[src/rtl/mem_access_if.sv]
// Bundles the request, data-memory and write-back signals of the memory-access
// stage. The master side is the environment (execute stage and data memory).
// The slave side is the mem_access block.
interface mem_access_if #(
  parameter int XLEN  = 32,
  parameter int RSLEN = 5
);
  // Request from execute
  logic             req_valid;
  logic             req_ready;
  logic             mem_read;
  logic             mem_write;
  logic [1:0]       size;
  logic             ld_unsigned;
  logic [XLEN-1:0]  addr;
  logic [XLEN-1:0]  wdata;
  logic [RSLEN-1:0] rd_i;

  // Data-memory port
  logic             dmem_ce;
  logic             dmem_we;
  logic [XLEN-1:0]  dmem_addr;
  logic [3:0]       dmem_be;
  logic [XLEN-1:0]  dmem_wdata;
  logic [XLEN-1:0]  dmem_rdata;
  logic             dmem_ack;

  // Write-back and error reporting
  logic             wb_valid;
  logic [XLEN-1:0]  wb_data;
  logic [RSLEN-1:0] wb_rd;
  logic             err;

  modport master (
    output req_valid, mem_read, mem_write, size, ld_unsigned, addr, wdata, rd_i,
    output dmem_rdata, dmem_ack,
    input  req_ready, dmem_ce, dmem_we, dmem_addr, dmem_be, dmem_wdata,
    input  wb_valid, wb_data, wb_rd, err
  );

  modport slave (
    input  req_valid, mem_read, mem_write, size, ld_unsigned, addr, wdata, rd_i,
    input  dmem_rdata, dmem_ack,
    output req_ready, dmem_ce, dmem_we, dmem_addr, dmem_be, dmem_wdata,
    output wb_valid, wb_data, wb_rd, err
  );
endinterface

[src/rtl/mem_access.sv]
// Load/store unit: accepts one request at a time from execute, checks size and
// alignment, drives a single word-aligned data-memory access with byte-lane
// enables, and returns the extended load result for write-back.
module mem_access #(
  parameter int XLEN  = 32,
  parameter int RSLEN = 5
) (
  input  logic        clk,
  input  logic        rst,
  mem_access_if.slave bus
);

  typedef enum logic {
    IDLE   = 1'b0,
    ACCESS = 1'b1
  } state_t;

  localparam logic [1:0] SZ_BYTE = 2'b00;
  localparam logic [1:0] SZ_HALF = 2'b01;
  localparam logic [1:0] SZ_WORD = 2'b10;

  state_t state;
  state_t state_nxt;

  logic req_ready;
  logic dmem_ce;
  logic start;
  logic reject;
  logic is_nop;
  logic illegal;

  // Latched request fields, stable for the whole access.
  logic             we_q;
  logic [XLEN-1:0]  addr_q;
  logic [1:0]       off_q;
  logic [1:0]       size_q;
  logic             uns_q;
  logic [RSLEN-1:0] rd_q;
  logic [3:0]       be_q;
  logic [XLEN-1:0]  wdata_q;

  logic             err_q;
  logic             wb_valid_q;
  logic [XLEN-1:0]  wb_data_q;
  logic [RSLEN-1:0] wb_rd_q;

  logic [3:0]       be_nxt;
  logic [XLEN-1:0]  wdata_nxt;
  logic [XLEN-1:0]  load_ext;
  logic [7:0]       lane_b;
  logic [15:0]      lane_h;

  // Request classification: neither direction is a no-op; conflicting
  // direction, size 11 or misalignment is rejected.
  assign is_nop  = !bus.mem_read && !bus.mem_write;
  assign illegal = (bus.mem_read && bus.mem_write)
                || (bus.size == 2'b11)
                || (bus.size == SZ_HALF && bus.addr[0])
                || (bus.size == SZ_WORD && bus.addr[1:0] != 2'b00);

  // State register.
  always_ff @(posedge clk) begin
    // NOTE: sequential state uses non-blocking assignments so every flop
    // samples the pre-edge values, independent of process ordering.
    if (rst) state <= IDLE;
    else     state <= state_nxt;
  end

  // Next-state logic, handshake and per-request decisions.
  always_comb begin
    // NOTE: every output of this block gets a default first, so no path can
    // leave a variable unassigned and infer a latch.
    state_nxt = state;
    req_ready = 1'b0;
    dmem_ce   = 1'b0;
    start     = 1'b0;
    reject    = 1'b0;
    case (state)
      IDLE: begin
        req_ready = !rst;
        if (bus.req_valid && req_ready && !is_nop) begin
          if (illegal) begin
            reject = 1'b1;
          end else begin
            start     = 1'b1;
            state_nxt = ACCESS;
          end
        end
      end
      ACCESS: begin
        dmem_ce = 1'b1;
        if (bus.dmem_ack) state_nxt = IDLE;
      end
      default: state_nxt = IDLE;
    endcase
  end

  // Byte-lane enables and lane-replicated store data for the incoming request.
  always_comb begin
    be_nxt    = 4'b0000;
    wdata_nxt = bus.wdata;
    case (bus.size)
      SZ_BYTE: begin
        be_nxt    = 4'b0001 << bus.addr[1:0];
        wdata_nxt = {(XLEN/8){bus.wdata[7:0]}};
      end
      SZ_HALF: begin
        be_nxt    = bus.addr[1] ? 4'b1100 : 4'b0011;
        wdata_nxt = {(XLEN/16){bus.wdata[15:0]}};
      end
      SZ_WORD: begin
        be_nxt    = 4'b1111;
        wdata_nxt = bus.wdata;
      end
      default: begin
        be_nxt    = 4'b0000;
        wdata_nxt = bus.wdata;
      end
    endcase
  end

  // Lane extraction and sign/zero extension of the returned read word.
  always_comb begin
    lane_b   = bus.dmem_rdata[{off_q, 3'b000} +: 8];
    lane_h   = bus.dmem_rdata[{off_q[1], 4'b0000} +: 16];
    load_ext = bus.dmem_rdata;
    case (size_q)
      SZ_BYTE: load_ext = {{(XLEN-8){lane_b[7] & ~uns_q}}, lane_b};
      SZ_HALF: load_ext = {{(XLEN-16){lane_h[15] & ~uns_q}}, lane_h};
      default: load_ext = bus.dmem_rdata;
    endcase
  end

  // Request latch, error pulse and load write-back registers.
  always_ff @(posedge clk) begin
    if (rst) begin
      we_q       <= 1'b0;
      addr_q     <= '0;
      off_q      <= 2'b00;
      size_q     <= 2'b00;
      uns_q      <= 1'b0;
      rd_q       <= '0;
      be_q       <= 4'b0000;
      wdata_q    <= '0;
      err_q      <= 1'b0;
      wb_valid_q <= 1'b0;
      wb_data_q  <= '0;
      wb_rd_q    <= '0;
    end else begin
      err_q      <= reject;
      wb_valid_q <= 1'b0;
      if (start) begin
        we_q    <= bus.mem_write;
        addr_q  <= {bus.addr[XLEN-1:2], 2'b00};
        off_q   <= bus.addr[1:0];
        size_q  <= bus.size;
        uns_q   <= bus.ld_unsigned;
        rd_q    <= bus.rd_i;
        be_q    <= be_nxt;
        wdata_q <= wdata_nxt;
      end
      // Only loads complete into write-back; stores finish silently.
      if (state == ACCESS && bus.dmem_ack && !we_q) begin
        wb_valid_q <= 1'b1;
        wb_data_q  <= load_ext;
        wb_rd_q    <= rd_q;
      end
    end
  end

  assign bus.req_ready  = req_ready;
  assign bus.dmem_ce    = dmem_ce;
  assign bus.dmem_we    = we_q;
  assign bus.dmem_addr  = addr_q;
  assign bus.dmem_be    = be_q;
  assign bus.dmem_wdata = wdata_q;
  assign bus.wb_valid   = wb_valid_q;
  assign bus.wb_data    = wb_data_q;
  assign bus.wb_rd      = wb_rd_q;
  assign bus.err        = err_q;

endmodule

[src/flat_wrapper.sv]
// flat-port wrapper written by rule: the top's interface ports become plain ports
module mem_access_flat 
#(
  parameter int XLEN  = 32,
  parameter int RSLEN = 5
)
  (clk, rst, bus_req_valid, bus_mem_read, bus_mem_write, bus_size, bus_ld_unsigned, bus_addr, bus_wdata, bus_rd_i, bus_dmem_rdata, bus_dmem_ack, bus_req_ready, bus_dmem_ce, bus_dmem_we, bus_dmem_addr, bus_dmem_be, bus_dmem_wdata, bus_wb_valid, bus_wb_data, bus_wb_rd, bus_err);
  mem_access_if #(.XLEN(XLEN), .RSLEN(RSLEN)) bus_i ();
  input  logic clk;
  input  logic rst;
  input wire logic [$bits(bus_i.req_valid)-1:0] bus_req_valid;
  input wire logic [$bits(bus_i.mem_read)-1:0] bus_mem_read;
  input wire logic [$bits(bus_i.mem_write)-1:0] bus_mem_write;
  input wire logic [$bits(bus_i.size)-1:0] bus_size;
  input wire logic [$bits(bus_i.ld_unsigned)-1:0] bus_ld_unsigned;
  input wire logic [$bits(bus_i.addr)-1:0] bus_addr;
  input wire logic [$bits(bus_i.wdata)-1:0] bus_wdata;
  input wire logic [$bits(bus_i.rd_i)-1:0] bus_rd_i;
  input wire logic [$bits(bus_i.dmem_rdata)-1:0] bus_dmem_rdata;
  input wire logic [$bits(bus_i.dmem_ack)-1:0] bus_dmem_ack;
  output wire logic [$bits(bus_i.req_ready)-1:0] bus_req_ready;
  output wire logic [$bits(bus_i.dmem_ce)-1:0] bus_dmem_ce;
  output wire logic [$bits(bus_i.dmem_we)-1:0] bus_dmem_we;
  output wire logic [$bits(bus_i.dmem_addr)-1:0] bus_dmem_addr;
  output wire logic [$bits(bus_i.dmem_be)-1:0] bus_dmem_be;
  output wire logic [$bits(bus_i.dmem_wdata)-1:0] bus_dmem_wdata;
  output wire logic [$bits(bus_i.wb_valid)-1:0] bus_wb_valid;
  output wire logic [$bits(bus_i.wb_data)-1:0] bus_wb_data;
  output wire logic [$bits(bus_i.wb_rd)-1:0] bus_wb_rd;
  output wire logic [$bits(bus_i.err)-1:0] bus_err;
  assign bus_i.req_valid = bus_req_valid;
  assign bus_i.mem_read = bus_mem_read;
  assign bus_i.mem_write = bus_mem_write;
  assign bus_i.size = bus_size;
  assign bus_i.ld_unsigned = bus_ld_unsigned;
  assign bus_i.addr = bus_addr;
  assign bus_i.wdata = bus_wdata;
  assign bus_i.rd_i = bus_rd_i;
  assign bus_i.dmem_rdata = bus_dmem_rdata;
  assign bus_i.dmem_ack = bus_dmem_ack;
  assign bus_req_ready = bus_i.req_ready;
  assign bus_dmem_ce = bus_i.dmem_ce;
  assign bus_dmem_we = bus_i.dmem_we;
  assign bus_dmem_addr = bus_i.dmem_addr;
  assign bus_dmem_be = bus_i.dmem_be;
  assign bus_dmem_wdata = bus_i.dmem_wdata;
  assign bus_wb_valid = bus_i.wb_valid;
  assign bus_wb_data = bus_i.wb_data;
  assign bus_wb_rd = bus_i.wb_rd;
  assign bus_err = bus_i.err;
  mem_access #(.XLEN(XLEN), .RSLEN(RSLEN)) u_core (.clk(clk), .rst(rst), .bus(bus_i));
endmodule
[config.mk]
export PLATFORM = sky130hd
export DESIGN_NAME = mem_access_flat
export DESIGN_NICKNAME = d
export VERILOG_FILES = /design/src/rtl/mem_access_if.sv /design/src/rtl/mem_access.sv /design/src/flat_wrapper.sv
export SDC_FILE = /design/constraint.sdc
export NUM_CORES = 1
export LEC_CHECK = 0
export ABC_AREA = 1
export CORE_MARGIN = 2
export CORE_UTILIZATION = 43
export CTS_CLUSTER_SIZE = 8
export DETAILED_ROUTE_END_ITERATION = 12
export GPL_TIMING_DRIVEN = 1
export PLACE_DENSITY = 0.81
export RECOVER_POWER = 50
export SYNTH_ARGS = -nofsm -noshare
export SYNTH_HDL_FRONTEND = slang
export SYNTH_SLANG_ARGS = --single-unit
[constraint.sdc]
create_clock -name clk -period 1.9 [get_ports clk]
set_clock_uncertainty 0.15 [all_clocks]
set_input_delay 0.19 -clock clk [delete_from_list [all_inputs] [get_ports clk]]
set_output_delay 0.19 -clock clk [all_outputs]
set_load 0.01 [all_outputs]
== Word-level counts from Yosys, hierarchy flattened ==
Index checks and enable logic that the tools add are counted.

* Flip-flop bits (word level): 117
* Input port bits: 110
* Word-level logic and storage cells: 58

* Equal/unequal tests: 4
* Shift-type cells: 3
* Muxes and demuxes: 13
* Bitwise gates (word level): 5
* Reduce and logical (&&, ||, !) cells: 20

{| class="wikitable"
|+ Operators with widths
! kind !! count
|-
| $pmux W32 S2 || 2
|-
| $shiftx A32 B6 Y16 || 1
|-
| $shiftx A32 B6 Y8 || 1
|-
| $pmux W4 S3 || 1
|-
| $logic_and A1 B1 Y1 || 8
|-
| $mux W1 || 8
|-
| $logic_not A1 Y1 || 5
|-
| $eq A2 B1 Y1 const B || 2
|-
| $eq A2 B2 Y1 const B || 2
|-
| $logic_not A2 Y1 || 2
|-
| $mux W4 || 1
|-
| $shl A1 B2 Y4 const A || 1
|-
| $logic_or A1 B1 Y1 || 3
|-
| $not A1 Y1 || 3
|-
| $reduce_or A3 Y1 || 1
|-
| $and A1 B1 Y1 || 2
|-
| $pmux W1 S2 || 1
|-
| $reduce_bool A2 Y1 || 1
|}

== Longest topological paths before layout ==
* Depth in word-level cells: 7
* Gate-level depth with buffers: 10
* Depth with buffers taken out: 9

== Worst setup path after synthesis ==
Ideal clock, no wire load.

* Path kind: reg2reg
* Start point: register u_core.size_q[1]
* End point: register u_core.wb_data_q[21], in the netlist u_core.bus.wb_data[21]
* Setup time: 0.070 ns
* Arrival: 1.290 ns
* Data required time: 1.680 ns
* Setup slack: 0.390 ns
* Cell stages (with the launch flop): 10
* Buffers on the path: 2
* Cells stage by stage: dfxtp_1 buf_2 inv_1 nand2_1 nor2_4 nand2_1 nand3_1 nand3_2 buf_6 a21oi_1

* Longest elaborated chain between the ends: 2
* Elaborated cells on any way between the ends: 3
* Classes of those cells: 1 x eq/ne; 1 x mux; 1 x reduce/logical

{| class="wikitable"
|+ Ends and longest elaborated chain
! element !! RTL line !! source
|-
| from (decl) || mem_access.sv:36 || <nowiki>logic [1:0] size_q;</nowiki>
|-
| from (signal assigned) || mem_access.sv:156 || <nowiki>size_q <= bus.size;</nowiki>
|-
| $eq A2 B1 Y1 or $logic_not A2 Y1 (tied branches) || mem_access.sv:127 || <nowiki>case (size_q)</nowiki>
|-
| $pmux W32 S2 (*) || mem_access.sv:127 ||
|-
| to (signal assigned) || mem_access.sv:165 || <nowiki>wb_data_q <= load_ext;</nowiki>
|-
| to (decl) || mem_access.sv:44 || <nowiki>logic [XLEN-1:0] wb_data_q;</nowiki>
|}

Every way passes the cells marked *; elsewhere a longest branch is shown, timed or not.
A chain may end at the register's enable or synchronous reset.

== Worst setup path in the final report ==
* Start point: register u_core.size_q[1]
* End point: register u_core.wb_data_q[6], in the netlist u_core.bus.wb_data[6]

The elaborated chain is that of the path after synthesis.

==> flow_summary.yaml <==
route:
  routedWlPerCell_um: 15.8
  drc: 0
  totalWireLength_um: 17500
  vias_per_cell: 5.25
  drt_iter0_markers: 451
  drt_first_pass_iters: 5
  drtAntennaViolNets: 0
  vias: 5820
final_layout:
  layout_commonest_cell: "nand2_1"
  fin_nets: 1059
  syn_to_final_growth_pct: 58.5
  layout-drive-gt1-share_pct: 8.11
  n_antenna_cell: 0
  final_util_pct: 69.0
  mostFrequentLayoutCells: "nand2_1, a21oi_1, clkdlybuf4s50_1"
  nFillCells: 969
  fin_area_um2: 8220
setup_path:
  reg2reg_slack_ns: 0.16
  crit_required_ns: 2.11
  crit_type: "register to register"
  critPathArrivalTime_ns: 1.95
  critPathMaxFanout: 12
  startpoint_type: "register"
  crit_path_end_kind: "register"
synth:
  synth-seq-cells: 117
  ys_types: 24
  syn-cell-area_um2: 5190
  synth_warnings: 0
  avgSynthCellArea_um2: 7.06
  yosysSeqAreaShare_pct: 45.2
  syn_inst: 735
floorplanning:
  dieArea_um2: 13000
  die_y_um: 114
  ios: 220
  coreArea_um2: 11900
  dieWidth_um: 114
  initial_core_util_pct: 43.6
  rows: 40
clocking:
  h-tree-depth: 4
  numCtsBuffers: 17
  clk_path_buf_depth: 2
  clk_pin_slew_ns: 0.06
  clock_sinks: 117
  clk_latency_ns: 0.41
  cts_hold_buf: 0
  cts_tree: "done"
  cts-root-buf: "clkbuf_16"
placed_design:
  portBuffers: 217
  dp_hpwl_um: 12100
  globalplace.congestion: 0.911
  placed_cell_area_um2: 7580
sta:
  hold_slack_ns: 0.0428
  rsz0062_at_grt: "no"
  setup_viol: 0
  fmax_ghz: 0.574
  tightest_slew_ns: 0.954
  maxSlewHeadroom_pct: 36.4
  min_period_over_period_pct: 91.7
  drv_slew: 0
  period_needed_ns: 1.74
  hold_viol_final: 0
power_and_ir_drop:
  p_per_area_nw_per_um2: 843
  p_total_mw: 6.93
  peakVddDrop_mv: 0.694
  leakage_nw: 3.54
global_routing:
  grt_max_degree: 88
  first_global_vias: 5530
  grt_pass1_wl_um: 27400
  grt_usage_pct: 27.0
  antenna_found_initial: 0
  overflow: 0
job:
  drv_cap: 0
status:
  status: "completed"
min_path:
  hp-class: "primary input to register"
synthesized netlist by cell type:
master | instances | area [µm²]
a21oi_1 | 122 | 611
buf_2 | 18 | 90.1
buf_4 | 5 | 37.5
buf_6 | 5 | 56.3
clkbuf_1 | 29 | 109
clkinv_1 | 1 | 3.75
conb_1 | 1 | 3.75
dfxtp_1 | 117 | 2340
inv_1 | 36 | 135
inv_2 | 2 | 7.51
nand2_1 | 205 | 769
nand2_2 | 1 | 6.26
nand3_1 | 85 | 425
nand3_2 | 2 | 20.0
nand4_1 | 16 | 100
nor2_1 | 31 | 116
nor2_2 | 2 | 12.5
nor2_4 | 2 | 22.5
nor3_1 | 1 | 5.00
o211ai_1 | 15 | 113
o21ai_0 | 35 | 175
o21ai_1 | 1 | 5.00
o21ai_2 | 1 | 8.76
or2_2 | 2 | 12.5
power by group:
part           switching (mW)  total, mW  leakage, nW  internal, mW
combinational           0.436      0.862         2.28         0.426
clock                    1.16       3.52        0.314          2.36
sequential             0.0308       2.55        0.946          2.52
total                    1.62       6.93         3.54          5.31
worst paths after layout:
path	from	depth (start not counted)	end
setup / recovery	u_core.size_q[1]$_SDFFE_PP0P_	6	u_core.bus.wb_data[6]$_SDFFE_PP0P_
hold / removal	rst	4	u_core.bus.err$_SDFF_PP0_
setup reg to reg	u_core.size_q[1]$_SDFFE_PP0P_	6	u_core.bus.wb_data[6]$_SDFFE_PP0P_
hold reg to reg	u_core.bus.dmem_wdata[0]$_SDFFE_PP0P_	2	u_core.bus.dmem_wdata[0]$_SDFFE_PP0P_
metal layers:
layer | routed length [µm] | global-route usage (%) | up-vias
met1 | 6960 | 31.3 | 2620
li1 | - | - | 2875
met2 | 8330 | 44.2 | 278
met4 | 663 | 14.0 | 0
met5 | 0 | 0 | -
met3 | 1580 | 9.40 | 47
cell families (layout without fill, tap and decap cells):
logic type             count (synthesis)  in the layout  synth area share [%]
buffers and inverters                 96            322                  8.47
DFF                                  117            117                  45.2
other                                  1              2                0.0723
AOI/OAI and AO/OA                    174            174                  17.6
and+or+nand+nor                      347            347                  28.7
area by class of cell:
type / instances / area, µm² / area share (%)
clock buffers: 20 / 447 / 5.43
clock inverters: 12 / 203 / 2.47
inverters: 39 / 146 / 1.78
multi-input cells: 523 / 2420 / 29.4
flip-flops and latches: 117 / 2340 / 28.5
well taps: 147 / 184 / 2.24
repair buffers: 251 / 2480 / 30.2
critical path, stage by stage (launching register included):
cell and delay, ns:
dfxtp_1 0.30, clkbuf_2 0.21, a21oi_1 0.56, nand2_1 0.10
nand3_1 0.18, o211ai_1 0.11, inv_1 0.06
per-stage QoR:
stage | TNS [ns] | std cells | worst slack (ns)
2_1_floorplan | 0 | 736 | 0.390
5_1_grt | 0 | 1109 | 0.0222
3_3_place_gp | -11.26 | 1077 | -0.275
3_5_place_dp | -14.39 | 1077 | -0.404
6_report | 0 | 1109 | 0.158
4_1_cts | 0 | 1109 | 0.0537
repair_timing:
action,in CTS,in global routing
resized for setup,1,1
buffers inserted,0,0
endpoints found under the setup margin,1,22
registers in the layout, indices dropped and copies added, names as in the netlist:
name                   count
u_core.bus.dmem_wdata     32
u_core.bus.wb_data        32
u_core.bus.dmem_addr      30
u_core.bus.wb_rd           5
u_core.rd_q                5
u_core.bus.dmem_be         4
u_core.off_q               2
u_core.size_q              2
u_core.bus.dmem_we         1
u_core.bus.err             1
u_core.bus.wb_valid        1
u_core.state               1
u_core.uns_q               1
Note: power is estimated with default switching activity, not from simulation.
